File: config.mk
export PLATFORM = sky130hd
export DESIGN_NAME = mac_reg_arbiter
export DESIGN_NICKNAME = d
export VERILOG_FILES = /design/src/rtl/mac_reg_arbiter.sv
export SDC_FILE = /design/constraint.sdc
export NUM_CORES = 1
export LEC_CHECK = 0
export CORE_UTILIZATION = 39
export CTS_BUF_LIST = sky130_fd_sc_hd__clkbuf_8
export CTS_CLUSTER_SIZE = 20
export DETAILED_ROUTE_END_ITERATION = 8
export PLACE_DENSITY_LB_ADDON = 0.15
export SYNTH_ARGS = -nofsm -noshare
export SYNTH_HDL_FRONTEND = slang
export SYNTH_SLANG_ARGS = --single-unit
File: constraint.sdc
create_clock -name i_clk -period 1.93 [get_ports i_clk]
set_input_delay 0.193 -clock i_clk [delete_from_list [all_inputs] [get_ports i_clk]]
set_output_delay 0.193 -clock i_clk [all_outputs]
set_load 0.02 [all_outputs]
File: src/rtl/mac_reg_arbiter.sv
// Round-robin arbiter sharing the single MAC register access port between NUM_REQ requesters.
// Latency: request sampled in IDLE -> o_mac_request next cycle; i_mac_done -> o_req_done next cycle.
// Backpressure: grant held until the engine's done pulse; other requests wait (ignored while busy).
//
// Ports:
//   i_clk, i_rst_n                 clock, asynchronous active-low reset
//   i_req_request/addr/wr_data/rdwn per-requester request level and flattened payload
//   o_req_done, o_req_rd_data      done pulse to the winner only, read data held until next done
//   o_mac_request/addr/wr_data/rdwn registered request towards the MAC register engine
//   i_mac_done, i_mac_rd_data      completion pulse and read data from the engine
//   o_grant, o_busy                one-hot owner (0 when idle) and in-flight flag
//   o_timeout_err                  one-cycle abort pulse
//
// Optional build macro MAC_ARB_TIMEOUT_EN: abort a transaction that sees no i_mac_done
// within TIMEOUT_CYC busy cycles. Without it the arbiter waits for done indefinitely.

module mac_reg_arbiter #(
    parameter int NUM_REQ     = 3,
    parameter int IDX_W       = 2,
    parameter int TIMEOUT_CYC = 4096
) (
    input  logic                    i_clk,
    input  logic                    i_rst_n,
    input  logic [NUM_REQ-1:0]      i_req_request,
    input  logic [14*NUM_REQ-1:0]   i_req_addr,
    input  logic [32*NUM_REQ-1:0]   i_req_wr_data,
    input  logic [NUM_REQ-1:0]      i_req_rdwn,
    output logic [NUM_REQ-1:0]      o_req_done,
    output logic [31:0]             o_req_rd_data,
    output logic                    o_mac_request,
    output logic [13:0]             o_mac_addr,
    output logic [31:0]             o_mac_wr_data,
    output logic                    o_mac_rdwn,
    input  logic                    i_mac_done,
    input  logic [31:0]             i_mac_rd_data,
    output logic [NUM_REQ-1:0]      o_grant,
    output logic                    o_busy,
    output logic                    o_timeout_err
);

    localparam logic [1:0] ST_IDLE    = 2'd0;
    localparam logic [1:0] ST_BUSY    = 2'd1;
    localparam logic [1:0] ST_RELEASE = 2'd2;

    localparam logic [NUM_REQ-1:0] ONE_HOT_0 = NUM_REQ'(1);

    logic [1:0]         state;
    logic [IDX_W-1:0]   last_grant;
    logic [IDX_W-1:0]   win_q;

    // Round-robin pick: lowest requesting index above last_grant, else lowest
    // requesting index overall (the wrap-around). Scanning downward lets the
    // final assignment leave the lowest qualifying index.
    logic               found_hi;
    logic               any_req;
    logic [IDX_W-1:0]   idx_hi;
    logic [IDX_W-1:0]   idx_any;
    logic [IDX_W-1:0]   win_idx;

    always_comb begin
        found_hi = 1'b0;
        any_req  = 1'b0;
        idx_hi   = '0;
        idx_any  = '0;
        for (int j = NUM_REQ - 1; j >= 0; j--) begin
            if (i_req_request[j]) begin
                any_req = 1'b1;
                idx_any = IDX_W'(j);
                if (IDX_W'(j) > last_grant) begin
                    found_hi = 1'b1;
                    idx_hi   = IDX_W'(j);
                end
            end
        end
        win_idx = found_hi ? idx_hi : idx_any;
    end

    // Payload of the would-be winner. Only indices below NUM_REQ exist here,
    // so unused upper codes of win_idx can never select anything.
    logic [13:0] sel_addr;
    logic [31:0] sel_wr_data;
    logic        sel_rdwn;

    always_comb begin
        sel_addr    = '0;
        sel_wr_data = '0;
        sel_rdwn    = 1'b0;
        for (int j = 0; j < NUM_REQ; j++) begin
            if (IDX_W'(j) == win_idx) begin
                sel_addr    = i_req_addr[14*j +: 14];
                sel_wr_data = i_req_wr_data[32*j +: 32];
                sel_rdwn    = i_req_rdwn[j];
            end
        end
    end

`ifdef MAC_ARB_TIMEOUT_EN
    localparam int CNT_W = $clog2(TIMEOUT_CYC + 1);
    localparam logic [31:0] TIMEOUT_DATA = 32'hDEAD_BEEF;
    logic [CNT_W-1:0] to_cnt;
`else
    logic unused_timeout_cfg;
    assign unused_timeout_cfg = (TIMEOUT_CYC != 0);
    assign o_timeout_err      = 1'b0;
`endif

    always_ff @(posedge i_clk or negedge i_rst_n) begin
        if (!i_rst_n) begin
            state         <= ST_IDLE;
            // Pointer at the top index so the first search starts at requester 0.
            last_grant    <= IDX_W'(NUM_REQ - 1);
            win_q         <= '0;
            o_req_done    <= '0;
            o_req_rd_data <= '0;
            o_mac_request <= 1'b0;
            o_mac_addr    <= '0;
            o_mac_wr_data <= '0;
            o_mac_rdwn    <= 1'b0;
            o_grant       <= '0;
            o_busy        <= 1'b0;
`ifdef MAC_ARB_TIMEOUT_EN
            to_cnt        <= '0;
            o_timeout_err <= 1'b0;
`endif
        end else begin
            o_req_done    <= '0;
`ifdef MAC_ARB_TIMEOUT_EN
            o_timeout_err <= 1'b0;
`endif
            case (state)
                ST_IDLE: begin
                    if (any_req) begin
                        win_q         <= win_idx;
                        o_grant       <= ONE_HOT_0 << win_idx;
                        o_mac_addr    <= sel_addr;
                        o_mac_wr_data <= sel_wr_data;
                        o_mac_rdwn    <= sel_rdwn;
                        o_mac_request <= 1'b1;
                        o_busy        <= 1'b1;
                        state         <= ST_BUSY;
`ifdef MAC_ARB_TIMEOUT_EN
                        to_cnt        <= '0;
`endif
                    end
                end

                ST_BUSY: begin
                    // Done is routed from win_q, not from the live request
                    // bits, so a requester that drops early is still answered.
                    if (i_mac_done) begin
                        o_req_done    <= ONE_HOT_0 << win_q;
                        o_req_rd_data <= i_mac_rd_data;
                        o_mac_request <= 1'b0;
                        o_grant       <= '0;
                        o_busy        <= 1'b0;
                        last_grant    <= win_q;
                        state         <= ST_RELEASE;
                    end
`ifdef MAC_ARB_TIMEOUT_EN
                    else if (to_cnt == CNT_W'(TIMEOUT_CYC)) begin
                        // Same completion as a real done, with a poison read value.
                        o_req_done    <= ONE_HOT_0 << win_q;
                        o_req_rd_data <= TIMEOUT_DATA;
                        o_timeout_err <= 1'b1;
                        o_mac_request <= 1'b0;
                        o_grant       <= '0;
                        o_busy        <= 1'b0;
                        last_grant    <= win_q;
                        state         <= ST_RELEASE;
                    end else begin
                        to_cnt        <= to_cnt + 1'b1;
                    end
`endif
                end

                ST_RELEASE: begin
                    // One dead cycle lets the winner drop its request before
                    // the next arbitration samples the request bits.
                    state <= ST_IDLE;
                end

                default: begin
                    state <= ST_IDLE;
                end
            endcase
        end
    end

endmodule

# Yosys cells after proc, flatten, opt, wreduce, memory -nomap -nowiden
# Index checks and enable logic that the tools add are counted.
[word_totals]
ff_bits = 92
input_bits = 179
output_inout_bits = 88
elab_cells = 66
[op_classes]
n_lt_le_gt_ge = 3
n_eq_ne = 5
shift = 2
mux = 39
n_reduce_logical = 7
[ops]
columns = ["op", "count"]
rows = [
  ["32-bit two-way mux", 3],
  ["14-bit two-way mux", 3],
  ["2-bit two-way mux", 12],
  ["1-bit two-way mux", 14],
  ["3-bit two-way mux", 4],
  ["3-bit one-hot mux with 2 select lines", 1],
  ["2-bit AND reduction", 3],
  ["1-bit by 2-bit << shifter with 3-bit output, first input constant", 2],
  ["1-bit by 2-bit > comparator with 1-bit output, first input constant", 2],
  ["2-bit zero test", 2],
  ["2-bit != test, second input constant", 2],
  ["2-bit one-hot mux with 2 select lines", 1],
  ["3-bit AND reduction", 1],
  ["1-bit by 2-bit equality test with 1-bit output, first input constant", 1],
  ["2-bit by 1-bit equality test with 1-bit output, second input constant", 1],
  ["2-bit equality test, first input constant", 1],
  ["2-bit > comparator, first input constant", 1],
  ["1-bit one-hot mux with 2 select lines", 1],
  ["2-bit nonzero test", 1],
]

# Longest topological paths before layout
[depth]
word_depth = 12
ltp_mapped = 7
depth_no_buf = 4

# Worst setup path after synthesis
# Ideal clock, no wire load.
[synth_path]
kind = "reg-to-reg"
startpoint = "reg last_grant[1]"
endpoint = "reg o_mac_wr_data[7]"
setup_time_ns = 0.128
arrival_ns = 1.405
required_time_ns = 1.802
slack_ns = 0.397
path_stages_with_launch = 7
path_buffers = 2
synth_period_minus_slack_ns = 1.533
cell_sequence = "dfstp_2 o21ai_0 and2_1 buf_2 buf_4 a221oi_1 o21ai_1"
[synth_via]
elab_chain_len = 12
word_cells_on_any_way = 22
cone_classes = "order compare: 3; eq/ne: 2; mux: 16; reduce/logical: 1"
[synth_rtl]
columns = ["item", "line", "text"]
rows = [
  ["start, declared", "48", "logic [IDX_W-1:0] last_grant;"],
  ["start signal, assigned", "111", "last_grant <= IDX_W'(NUM_REQ - 1);"],
  ["start signal, assigned", "156", "last_grant <= win_q;"],
  ["2-bit > comparator", "69", "if (IDX_W'(j) > last_grant) begin"],
  ["1-bit two-way mux or 2-bit two-way mux (tied branches)", "69", ""],
  ["1-bit two-way mux or 2-bit two-way mux (tied branches)", "66", "if (i_req_request[j]) begin"],
  ["1-bit two-way mux or 2-bit two-way mux (tied branches)", "69", ""],
  ["1-bit two-way mux or 2-bit two-way mux (tied branches)", "66", ""],
  ["1-bit two-way mux or 2-bit two-way mux (tied branches)", "69", ""],
  ["1-bit two-way mux or 2-bit two-way mux (tied branches)", "66", ""],
  ["2-bit two-way mux (*)", "75", "win_idx = found_hi ? idx_hi : idx_any;"],
  ["2-bit zero test", "89", "if (IDX_W'(j) == win_idx) begin"],
  ["32-bit two-way mux (2 in a row)", "89", ""],
  ["32-bit two-way mux (*)", "89", ""],
  ["end signal, assigned", "136", "o_mac_wr_data <= sel_wr_data;"],
  ["end, declared", "32", "output logic [31:0] o_mac_wr_data,"],
]
# Every way passes the cells marked *; elsewhere a longest branch is shown, timed or not.
# A chain may end at the register's enable or synchronous reset.

# Worst setup path after layout
[layout_path]
startpoint = "reg last_grant[1]"
endpoint = "reg o_mac_wr_data[3]"
# Same word-level chain as after synthesis.

==> results by group <==
Clock network
  • CTS tree: done
  • Root Buffer: clkbuf_8
  • Clock sink count: 92
  • Clk slew on worst S/H paths: 90 ps
  • Setup bufs post-CTS: 0
  • Post_cts resized: 0
  • CTS buffer count: 9
  • Skew-Pair Late Insertion Delay: between 300 and 400 ps
  • Hold buffer count at cts: 1
  • H-Tree Depth: 3
  • Clk buf depth: 2

Layout
  • Final net count: 904
  • Fillers: 878
  • Most frequent cells in the layout: clkdlybuf4s50_1 (264), nand2_1 (155), dfrtp_1 (91), o21ai_0 (53), o21ai_1 (46)
  • Commonest non-fill, non-tap cell in the layout: clkdlybuf4s50_1
  • ANT cells: 0
  • Ratio of cells with drive above 1 in the final layout: 11.2%
  • Final Instance Area: 7470 sq um
  • Layout area overhead: 70.0%

Critical path
  • Maximum fanout along the worst path: 12
  • Worst EP arrival: 2000 ps
  • Worst R2R Setup Slack: 170 ps
  • Crit path launch type: flop
  • CP Class: reg -> reg
  • Worst Path Required: 2160 ps
  • Crit end category: flop

Timing
  • Slew Limit Fails: 0
  • Final setup fails: 0
  • Worst-margin pin slew: 524 ps
  • Final period utilization: 91.3%
  • Worst Skew: about 8.6 ps
  • Headroom to the max-slew limit: 65.1%
  • Tmin final: 1760 ps
  • Final hold violation count: 0
  • Hold slack: 339 ps
  • RSZ-0062 raised after global routing: false
  • Max Freq: 568 MHz

Run
  • Max cap viols: 0

Detailed routing
  • WL/cell: 17.2 microns
  • Met3 wire length: approximately 1200 microns
  • Starting DRT DRC Count: about 250
  • Vias per inst: ~5.2
  • WL final: ~15,000 microns
  • Drt drc: 0
  • M1 WL: 5440 microns
  • First-pass iteration count of the detailed router: 4
  • Post-route ant nets: 0
  • Length of routed met2 wiring: approximately 7600 microns
  • Max layer used: met4
  • Via Count: 4,533

Synthesis
  • Multiplexer area fraction after synthesis: 0%
  • Adder-cell share of the synthesized area: 0%
  • Post-synthesis compound-gate area fraction: 26.0%
  • Synthesis-stage register bit count: 92
  • Fraction of registers with async set/reset: 100%
  • Synthesized area: approximately 4400 sq um
  • Top FF cell, synth: dfrtp_1
  • Largest family of logic cells by synthesized area: compound AO/OA/AOI/OAI gates
  • Mapped Nets: 640
  • Avg Inst Size Synth: roughly 9.5 sq um
  • YS warnings: 0
  • Post-Synth XOR/XNOR Area: 0%
  • Number of synthesized flops with an enable pin: 0
  • Synth unique cells: 31
  • Cells after Synth: around 460
  • Seq/Total Area, Yosys: 52.4%
  • Simple-gate share of the synthesized area: between 10% and 20%

Global routing
  • Total GRT Usage: a little over a quarter
  • Initial antenna violation count: 0
  • First-pass GRT wire length: 23,200 microns
  • Vias in the first global route: 4,633
  • Largest net degree at the start of global routing: 49
  • Remaining Overflow, GRT: 0

Floorplan
  • Horiz. Die Dim: 108 microns
  • Die area: 11,700 sq um
  • I/O pin total: 267
  • FP Rows: 38
  • Die Y: 108 microns
  • CORE AREA: 10,900 sq um
  • Initial Utilization: 40.3%

Worst hold path
  • Hold WC Path Type: in -> async

Placed design
  • IO Port Bufs: ~270
  • Placed inst area: approximately 7300 sq um
  • Placer Congestion: roughly 0.87
  • Hpwl dp: 11,500 microns

Pwr
  • Leakage power: 0.00314 uW
  • Worst vdd rail ir drop: between 600 and 700 uV
  • Pwr Total: 10,700 uW
  • Power per Cell Area: 1430 nW/um^2

Status
  • Outcome: completed
-- area by class of cell --
cell class,count,area (sq um),area share (%)
well taps,140,175,2.35
multi-input cells,326,1860,24.9
clock buffers,10,138,1.84
clock inverters,6,38.8,0.520
repair buffers,294,2950,39.5
inverters,2,7.51,0.101
flip-flops and latches,92,2300,30.9
-- cells by family (layout without fill, tap and decap cells) --
family	Yosys count	in the layout
AO/OA/AOI/OAI	152	152
buffers and inverters	43	312
flip-flops	92	92
other	1	1
AND/OR/NAND/NOR	173	173
-- Yosys cell counts (all sizes together), types with 2 or more instances --
cell       n  area [sq um]
nor3       3          15.0
a221oi    46           591
nand2b     3          18.8
a21oi      2          10.0
o21ai     99           495
nand2    155           582
buf       26           191
clkbuf    15          57.6
a2bb2oi    2          23.8
nand3      3          15.0
dfrtp     91          2280
nor2       3          11.3
nor3b      2          15.0
-- flip-flops by register name, indices dropped and copies added (netlist names) --
signal,count
state,2
o_mac_rdwn,1
o_mac_addr,14
o_mac_wr_data,32
o_req_rd_data,32
o_grant,3
o_req_done,3
o_busy,1
last_grant,2
win_q,2
-- power breakdown --
part           internal (uW)  leakage [uW]  switching (uW)  total [uW]
Clock                    504     0.0000943             691        1200
Sequential              2850       0.00113             536        3390
Combinational           2820       0.00191            3270        6090
-- final timing paths --
kind	from	end	cells past startpoint
worst min-delay path	i_rst_n	o_req_rd_data[20]$_DFFE_PN0P_	2
worst max register to register	last_grant[1]$_DFFE_PN1P_	o_mac_wr_data[3]$_DFFE_PN0P_	6
max in group asynchronous	i_rst_n	o_req_rd_data[21]$_DFFE_PN0P_	3
worst max-delay path	last_grant[1]$_DFFE_PN1P_	o_mac_wr_data[3]$_DFFE_PN0P_	6
worst min register to register	o_req_rd_data[3]$_DFFE_PN0P_	o_req_rd_data[3]$_DFFE_PN0P_	2
min in group i_clk	i_mac_rd_data[4]	o_req_rd_data[4]$_DFFE_PN0P_	3
-- worst max-delay path, cell delays in order (launching register included) --
cell and delay, ps:
dfstp_2 600, nor2b_2 80, a2bb2oi_4 190, buf_12 160, buf_4 170, a221oi_1 290
o21ai_0 140
-- per-layer routing --
metal | global-route usage, % | vias up
met1 | 28.8 | 2134
met5 | 0 | -
met2 | 46.2 | 212
li1 | - | 2145
met3 | 6.15 | 42
met4 | 14.8 | 0
-- metrics by stage --
stage               utilization (%)  cells  setup WS, ps  TNS, ps
CTS                            68.6    870           169        0
detailed placement             66.9    853         -83.6     -444
floorplan                         -    461           397        0
finish                         68.6    870           168        0
global placement               66.9    853          24.1        0
global route                   68.6    870          72.9        0
No activity file was read; power rests on OpenSTA's default activity.
